===== config.mk =====
export PLATFORM = sky130hd
export DESIGN_NAME = mac8_sequencer
export DESIGN_NICKNAME = d
export VERILOG_FILES = /design/src/rtl/mac8_sequencer.sv
export SDC_FILE = /design/constraint.sdc
export NUM_CORES = 1
export LEC_CHECK = 0
export ABC_AREA = 1
export CAP_MARGIN = 5
export CORE_MARGIN = 4
export CORE_UTILIZATION = 25
export CTS_CLUSTER_DIAMETER = 50
export DETAILED_ROUTE_END_ITERATION = 10
export GPL_ROUTABILITY_DRIVEN = 0
export PLACE_DENSITY = 0.54
export SLEW_MARGIN = 20
export SYNTH_ARGS = -nofsm -noshare
export SYNTH_HDL_FRONTEND = slang
export SYNTH_SLANG_ARGS = --single-unit

===== constraint.sdc =====
create_clock -name clk -period 2.4 [get_ports clk]
set_input_delay 0.36 -clock clk [delete_from_list [all_inputs] [get_ports clk]]
set_output_delay 0.36 -clock clk [all_outputs]
set_load 0.005 [all_outputs]

===== src/rtl/mac8_sequencer.sv =====
// -----------------------------------------------------------------------------
// mac8_sequencer
//   Runs one matrix-vector job on the MAC8 datapath. The job steps through
//   loader handshake, accumulator clear, B-FIFO streaming with lane-skewed
//   A-FIFO pops, pipeline drain and completion. It also flags a stalled B
//   stream (timeout) and A-lane underflow.
//
// Optional feature (compile-time macro MAC8_SEQ_CYCLE_CNT_EN):
//   When defined, the block gains output cyc_cnt. This 16-bit counter counts
//   busy cycles, clears on an accepted go, saturates at 0xFFFF and holds its
//   value in DONE/ERR. When not defined, the port and counter do not exist.
//
// Ports
//   clk        system clock
//   rst_n      synchronous active-low reset
//   go         start-job pulse, accepted in IDLE, DONE and ERR
//   abort      return to IDLE from any state (highest priority)
//   ld_start   loader start request, high throughout LOAD
//   ld_done    loader finished filling the FIFOs
//   b_empty    B FIFO empty
//   b_rden     B FIFO pop (combinational from b_empty)
//   a_empty    A FIFO empty flags, one per lane
//   a_rden     A FIFO pops, one per lane
//   en_out     MAC8 per-lane pipelined enable
//   En_in      MAC8 enable injection (combinational, same as b_rden)
//   Clr_in     MAC8 accumulator clear
//   busy       job in progress (LOAD..DRAIN)
//   done       results valid in MAC8 accumulators
//   err        sticky error, equal to |err_code
//   err_code   bit0 B stall timeout, bit1 A underflow
//   state_dbg  encoded FSM state
//   issue_cnt  B elements issued this job
//   cyc_cnt    busy-cycle counter (MAC8_SEQ_CYCLE_CNT_EN only)
// -----------------------------------------------------------------------------
//   state | meaning
//   ------+-----------------------------------------------------------
//   IDLE  | waiting for go
//   LOAD  | ld_start high, waiting for ld_done
//   CLEAR | one-cycle accumulator clear
//   EXEC  | stream B elements into the MAC8, one per non-empty cycle
//   DRAIN | let the lane pipeline empty (DRAIN cycles)
//   DONE  | results valid, waiting for the next go
//   ERR   | B stream stalled too long, waiting for go or abort
// -----------------------------------------------------------------------------
module mac8_sequencer #(
    parameter int N         = 8,
    parameter int VEC_LEN   = 8,
    parameter int DRAIN     = 9,
    parameter int STALL_MAX = 64,
    localparam int ICW      = $clog2(VEC_LEN + 1),
    localparam int DCW      = $clog2(DRAIN + 1),
    localparam int SCW      = $clog2(STALL_MAX + 1)
) (
    input  logic           clk,
    input  logic           rst_n,
    input  logic           go,
    input  logic           abort,
    output logic           ld_start,
    input  logic           ld_done,
    input  logic           b_empty,
    output logic           b_rden,
    input  logic [N-1:0]   a_empty,
    output logic [N-1:0]   a_rden,
    input  logic [N-1:0]   en_out,
    output logic           En_in,
    output logic           Clr_in,
    output logic           busy,
    output logic           done,
    output logic           err,
    output logic [1:0]     err_code,
    output logic [2:0]     state_dbg,
    output logic [ICW-1:0] issue_cnt
`ifdef MAC8_SEQ_CYCLE_CNT_EN
    ,
    output logic [15:0]    cyc_cnt
`endif
);

    typedef enum logic [2:0] {
        S_IDLE  = 3'd0,
        S_LOAD  = 3'd1,
        S_CLEAR = 3'd2,
        S_EXEC  = 3'd3,
        S_DRAIN = 3'd4,
        S_DONE  = 3'd5,
        S_ERR   = 3'd6
    } state_t;

    state_t         state;
    state_t         nxt;
    logic [DCW-1:0] drain_cnt;
    logic [SCW-1:0] stall_cnt;

    logic can_issue;
    logic issue;
    logic last_issue;
    logic stall;
    logic stall_to;
    logic lane_win;
    logic lane_fault;
    logic go_ok;

    // The combinational strobes are masked by reset and abort, so that no
    // pop or enable escapes in the cycle the job is being torn down.
    assign can_issue  = (issue_cnt < ICW'(VEC_LEN));
    assign issue      = rst_n && !abort && (state == S_EXEC) && !b_empty && can_issue;
    assign last_issue = (issue_cnt == ICW'(VEC_LEN - 1));
    assign stall      = (state == S_EXEC) && b_empty && can_issue;
    assign stall_to   = stall && (stall_cnt == SCW'(STALL_MAX - 1));
    assign lane_win   = rst_n && !abort && ((state == S_EXEC) || (state == S_DRAIN));
    assign lane_fault = lane_win && (|(en_out & a_empty));
    assign go_ok      = !abort && go &&
                        ((state == S_IDLE) || (state == S_DONE) || (state == S_ERR));

    assign En_in  = issue;
    assign b_rden = issue;
    assign a_rden = lane_win ? (en_out & ~a_empty) : '0;
    assign err    = |err_code;

    always_comb begin
        nxt = state;
        if (abort) begin
            nxt = S_IDLE;
        end else begin
            case (state)
                S_IDLE:  if (go) nxt = S_LOAD;
                S_LOAD:  if (ld_done) nxt = S_CLEAR;
                S_CLEAR: nxt = S_EXEC;
                S_EXEC: begin
                    if (!can_issue)
                        nxt = S_DRAIN;
                    else if (issue && last_issue)
                        nxt = S_DRAIN;
                    else if (stall_to)
                        nxt = S_ERR;
                end
                S_DRAIN: if (drain_cnt <= DCW'(1)) nxt = S_DONE;
                S_DONE:  if (go) nxt = S_LOAD;
                S_ERR:   if (go) nxt = S_LOAD;
                default: nxt = S_IDLE;
            endcase
        end
    end

    // The Moore outputs are registered from the next state, so each one
    // changes on the same edge as the state it describes.
    always_ff @(posedge clk) begin
        if (!rst_n) begin
            state     <= S_IDLE;
            ld_start  <= 1'b0;
            Clr_in    <= 1'b0;
            busy      <= 1'b0;
            done      <= 1'b0;
            state_dbg <= 3'd0;
            issue_cnt <= '0;
            drain_cnt <= '0;
            stall_cnt <= '0;
            err_code  <= 2'b00;
        end else begin
            state     <= nxt;
            ld_start  <= (nxt == S_LOAD);
            Clr_in    <= (nxt == S_CLEAR);
            busy      <= (nxt == S_LOAD) || (nxt == S_CLEAR) ||
                         (nxt == S_EXEC) || (nxt == S_DRAIN);
            done      <= (nxt == S_DONE);
            state_dbg <= nxt;

            if (abort) begin
                issue_cnt <= '0;
                drain_cnt <= '0;
                stall_cnt <= '0;
                err_code  <= 2'b00;
            end else begin
                if (go_ok) begin
                    issue_cnt <= '0;
                    stall_cnt <= '0;
                    err_code  <= 2'b00;
                end

                if (issue) begin
                    issue_cnt <= issue_cnt + ICW'(1);
                    stall_cnt <= '0;
                end else if (stall) begin
                    stall_cnt <= stall_cnt + SCW'(1);
                end

                if (stall_to)
                    err_code[0] <= 1'b1;
                if (lane_fault)
                    err_code[1] <= 1'b1;

                if ((state != S_DRAIN) && (nxt == S_DRAIN))
                    drain_cnt <= DCW'(DRAIN);
                else if ((state == S_DRAIN) && (drain_cnt != '0))
                    drain_cnt <= drain_cnt - DCW'(1);
            end
        end
    end

`ifdef MAC8_SEQ_CYCLE_CNT_EN
    always_ff @(posedge clk) begin
        if (!rst_n) begin
            cyc_cnt <= 16'h0000;
        end else if (abort || go_ok) begin
            cyc_cnt <= 16'h0000;
        end else if (busy && (cyc_cnt != 16'hFFFF)) begin
            cyc_cnt <= cyc_cnt + 16'h0001;
        end
    end
`endif

endmodule

==> metrics.yaml <==
place:
  port_buffers: 45
  dpl.hpwl_mm: 2.772
run_status:
  outcome: "finished, final reports clean"
global_route:
  grt_pass1_vias: 1467
  grt_pass1_wl_mm: 6.203
  grt_max_degree: 14
  antenna_found_initial: 0
  overflow: 0
  track_usage_pct: 10.72
logic_synthesis:
  synth.distinct_cells: 32
  yosysWarnings: 0
  syn_area_per_cell_um2: 7.096
  ys_async_sr_fraction_pct: 0
  ys_seq_elements: 24
  synthCells: 198
  synth-xor-area-share_pct: 1.870
  yosysMostFrequentCell: "nand2_1"
  synth_adder_area_share_pct: 4.452
  synth-main-ff-cell: "dfxtp_1"
  synthMuxAreaShare_pct: 0
  synth_compound_area_share_pct: 13.71
  yosysSeqAreaShare_pct: 34.19
  netlist_top_cells_area: "dfxtp_1 34%, nand2_1 10%, nor2_1 7.7%, a21oi_1 4.6%, ha_1 4.5%"
  syn_nets: 225
  synthSimpleGateAreaFrac_pct: 38.56
  yosysTopAreaCell: "dfxtp_1"
  synth_top_area_share_pct: 34.19
  synth_top_family_by_area: "simple AND/OR/NAND/NOR gates"
  syn_area_mm2: 0.001405
  synthTopCellsByCount: "39 x nand2_1, 29 x nor2_1, 24 x dfxtp_1, 16 x inv_1, 13 x a21oi_1"
  synth_edf_count: 0
cts:
  cts_tree: "done"
  postCtsHoldBufs: 0
  cts-root-buf: "clkbuf_8"
  cts.reportedPaths.clkPinSlew_ns: 0.08
  cts_num_sinks: 24
  numCtsBuffers: 3
  htreeDepth: 1
  clock_latency_ns: 0.27
  cts.path.max_buffers: 2
cells_and_area:
  finalNetCount: 283
  fillCellCount: 585
  fin_util_pct: 37.93
  seqCellArea_um2: 484.2
  syn_to_final_growth_pct: 47.73
  antenna_cells: 0
  drive_above_1_share_pct: 19.22
  multi_input_area_um2: 834.6
worst_setup_path:
  crit_type: "in2out"
  required_ns: 2.04
  cp-end-kind: "primary output"
  critPathTopFamily: "buffers and inverters"
  path_cells: "clkdlybuf4s50_1 -> nand2_2 -> buf_4 -> nor2_2 -> nand2_1 -> inv_2 -> clkdlybuf4s50_1"
  arrival_ns: 1.89
  max_stage_delay_ns: 0.50
  crit_buf_inv: 4
  cp_slowest_cell: "clkdlybuf4s50_1"
  cp_common_cell: "clkdlybuf4s50_1"
  start_kind: "input port"
  crit_fanout: 5
die:
  initial_utilization_pct: 25.67
  die_y_um: 82.97
  std_cell_rows: 27
  boundaryPins: 46
  die-area_mm2: 0.006884
  die_x_um: 82.97
  core-area_mm2: 0.005473
route:
  ant_nets: 0
  vias_per_cell: 4.401
  routed_wl_mm: 3.486
  drc: 0
  first_iter_violations: 62
  drt_pass1_iterations: 4
  routedWlPerCell_um: 10.66
  num_vias: 1439
timing:
  worst_slew_pin_slew_ns: 0.3165
  min_period_over_period_pct: 93.84
  slew_violations: 0
  post-route-min-period_ns: 2.252
  hold_viol: 0
  setup-tns-final_ns: 0
  skew_ns: 0.006470
  slew_headroom_pct: 78.70
  setup_viol: 0
  rsz0062_at_grt: "no"
  fmax_mhz: 444.0
power_and_ir_drop:
  leakage_nw: 0.8285
  powerDensity_mw_per_mm2: 381.3
  peakVddDrop_mv: 0.2022
flow_run:
  maxCapViolCount: 0
hold_path:
  hold_path_class: "reg2reg"
[power by group]
part / internal, W / switching [W]
clock network: 0.000147 / 0.000132
logic: 0.0000595 / 0.0000472
registers: 0.000402 / 0.00000390
total: 0.000608 / 0.000184
[placed cells by master (no fill, tap or decap), types with 2 or more instances in the layout]
cell type | Yosys | layout
dfxtp_1 | 24 | 21
ha_1 | 5 | 5
nor2_1 | 29 | 28
clkbuf_8 | 0 | 4
nand4_1 | 2 | 2
xnor2_1 | 2 | 2
a21oi_1 | 13 | 13
dfxtp_2 | 0 | 3
nand2_1 | 39 | 39
buf_4 | 1 | 8
nand3_2 | 4 | 4
nor2_4 | 1 | 2
a22o_1 | 2 | 2
inv_1 | 16 | 16
inv_2 | 9 | 9
nand3_1 | 12 | 12
o21ai_1 | 6 | 6
nor3_1 | 3 | 3
nor2_2 | 3 | 3
o21ai_0 | 6 | 5
nand2_2 | 6 | 6
clkdlybuf4s50_1 | 0 | 45
nor4_1 | 3 | 3
[kinds of logic (layout without fill, tap and decap cells)]
group           Yosys count  count (layout)
simple gates            108             108
xor+xnor                  3               3
compound gates           32              32
flops                    24              24
buf+inv                  26              83
fa+ha+maj                 5               5
[sequential cells by signal (all words and copies together) (netlist names)]
signal / flops
Clr_in: 1
busy: 1
done: 1
drain_cnt: 4
err_code: 2
issue_cnt: 4
ld_start: 1
stall_cnt: 7
state: 3
[final cells by class]
class | count | share of cell area [%]
Clock buffer | 4 | 2.652
Inverter | 25 | 4.521
Multi-Input combinational cell | 148 | 40.20
Sequential cell | 24 | 23.33
Tap cell | 72 | 4.340
Timing Repair Buffer | 53 | 24.59
Timing Repair inverter | 1 | 0.3617
[per-layer routing]
layer,global-route usage (%),wire [um],vias to the layer above
li1,-,-,766
met1,13.62,1646,626
met2,17.06,1536,42
met3,2.579,231,5
met4,4.903,71,0
met5,0,0,-
[worst register-to-register path, stage by stage, from the launching register on]
cell	delay, ns
dfxtp_1	0.38
ha_1	0.21
nand3_1	0.13
nor2_1	0.19
nand3_4	0.12
nand3_2	0.09
nand2_2	0.07
a21oi_4	0.17
nand3_2	0.13
nand2_1	0.10
nor2_1	0.04
[final timing paths]
kind,endpoint,start,cells after the start,slack (ns)
worst max register to register,drain_cnt[1],stall_cnt[0],10,0.67
worst min register to register,stall_cnt[3],stall_cnt[3],2,0.48
worst max-delay path,En_in,rst_n,7,0.15
worst min-delay path,stall_cnt[3],stall_cnt[3],2,0.48
[metrics by stage]
stage	power, W	cell area (um^2)	hold WS, ns	setup slack [ns]	instances
global placement	0.0005216	1991	0.4672	0.1046	321
global route	0.0008334	2076	0.4956	0.007263	327
floorplan	0.0004543	1405	0.4484	0.8800	198
CTS	0.0008059	2048	0.4797	0.0005094	325
finish	0.0007915	2076	0.4769	0.1479	327
detailed placement	0.0005211	1991	0.4675	0.1095	321
[timing repair]
item                                    CTS  global route
endpoints found under the setup margin    8             8
gates resized for setup                   2             6
pin swaps                                 0             0
gates cloned                              0             1
buffers inserted                          0             1
Note: power is estimated with default switching activity, not from simulation.
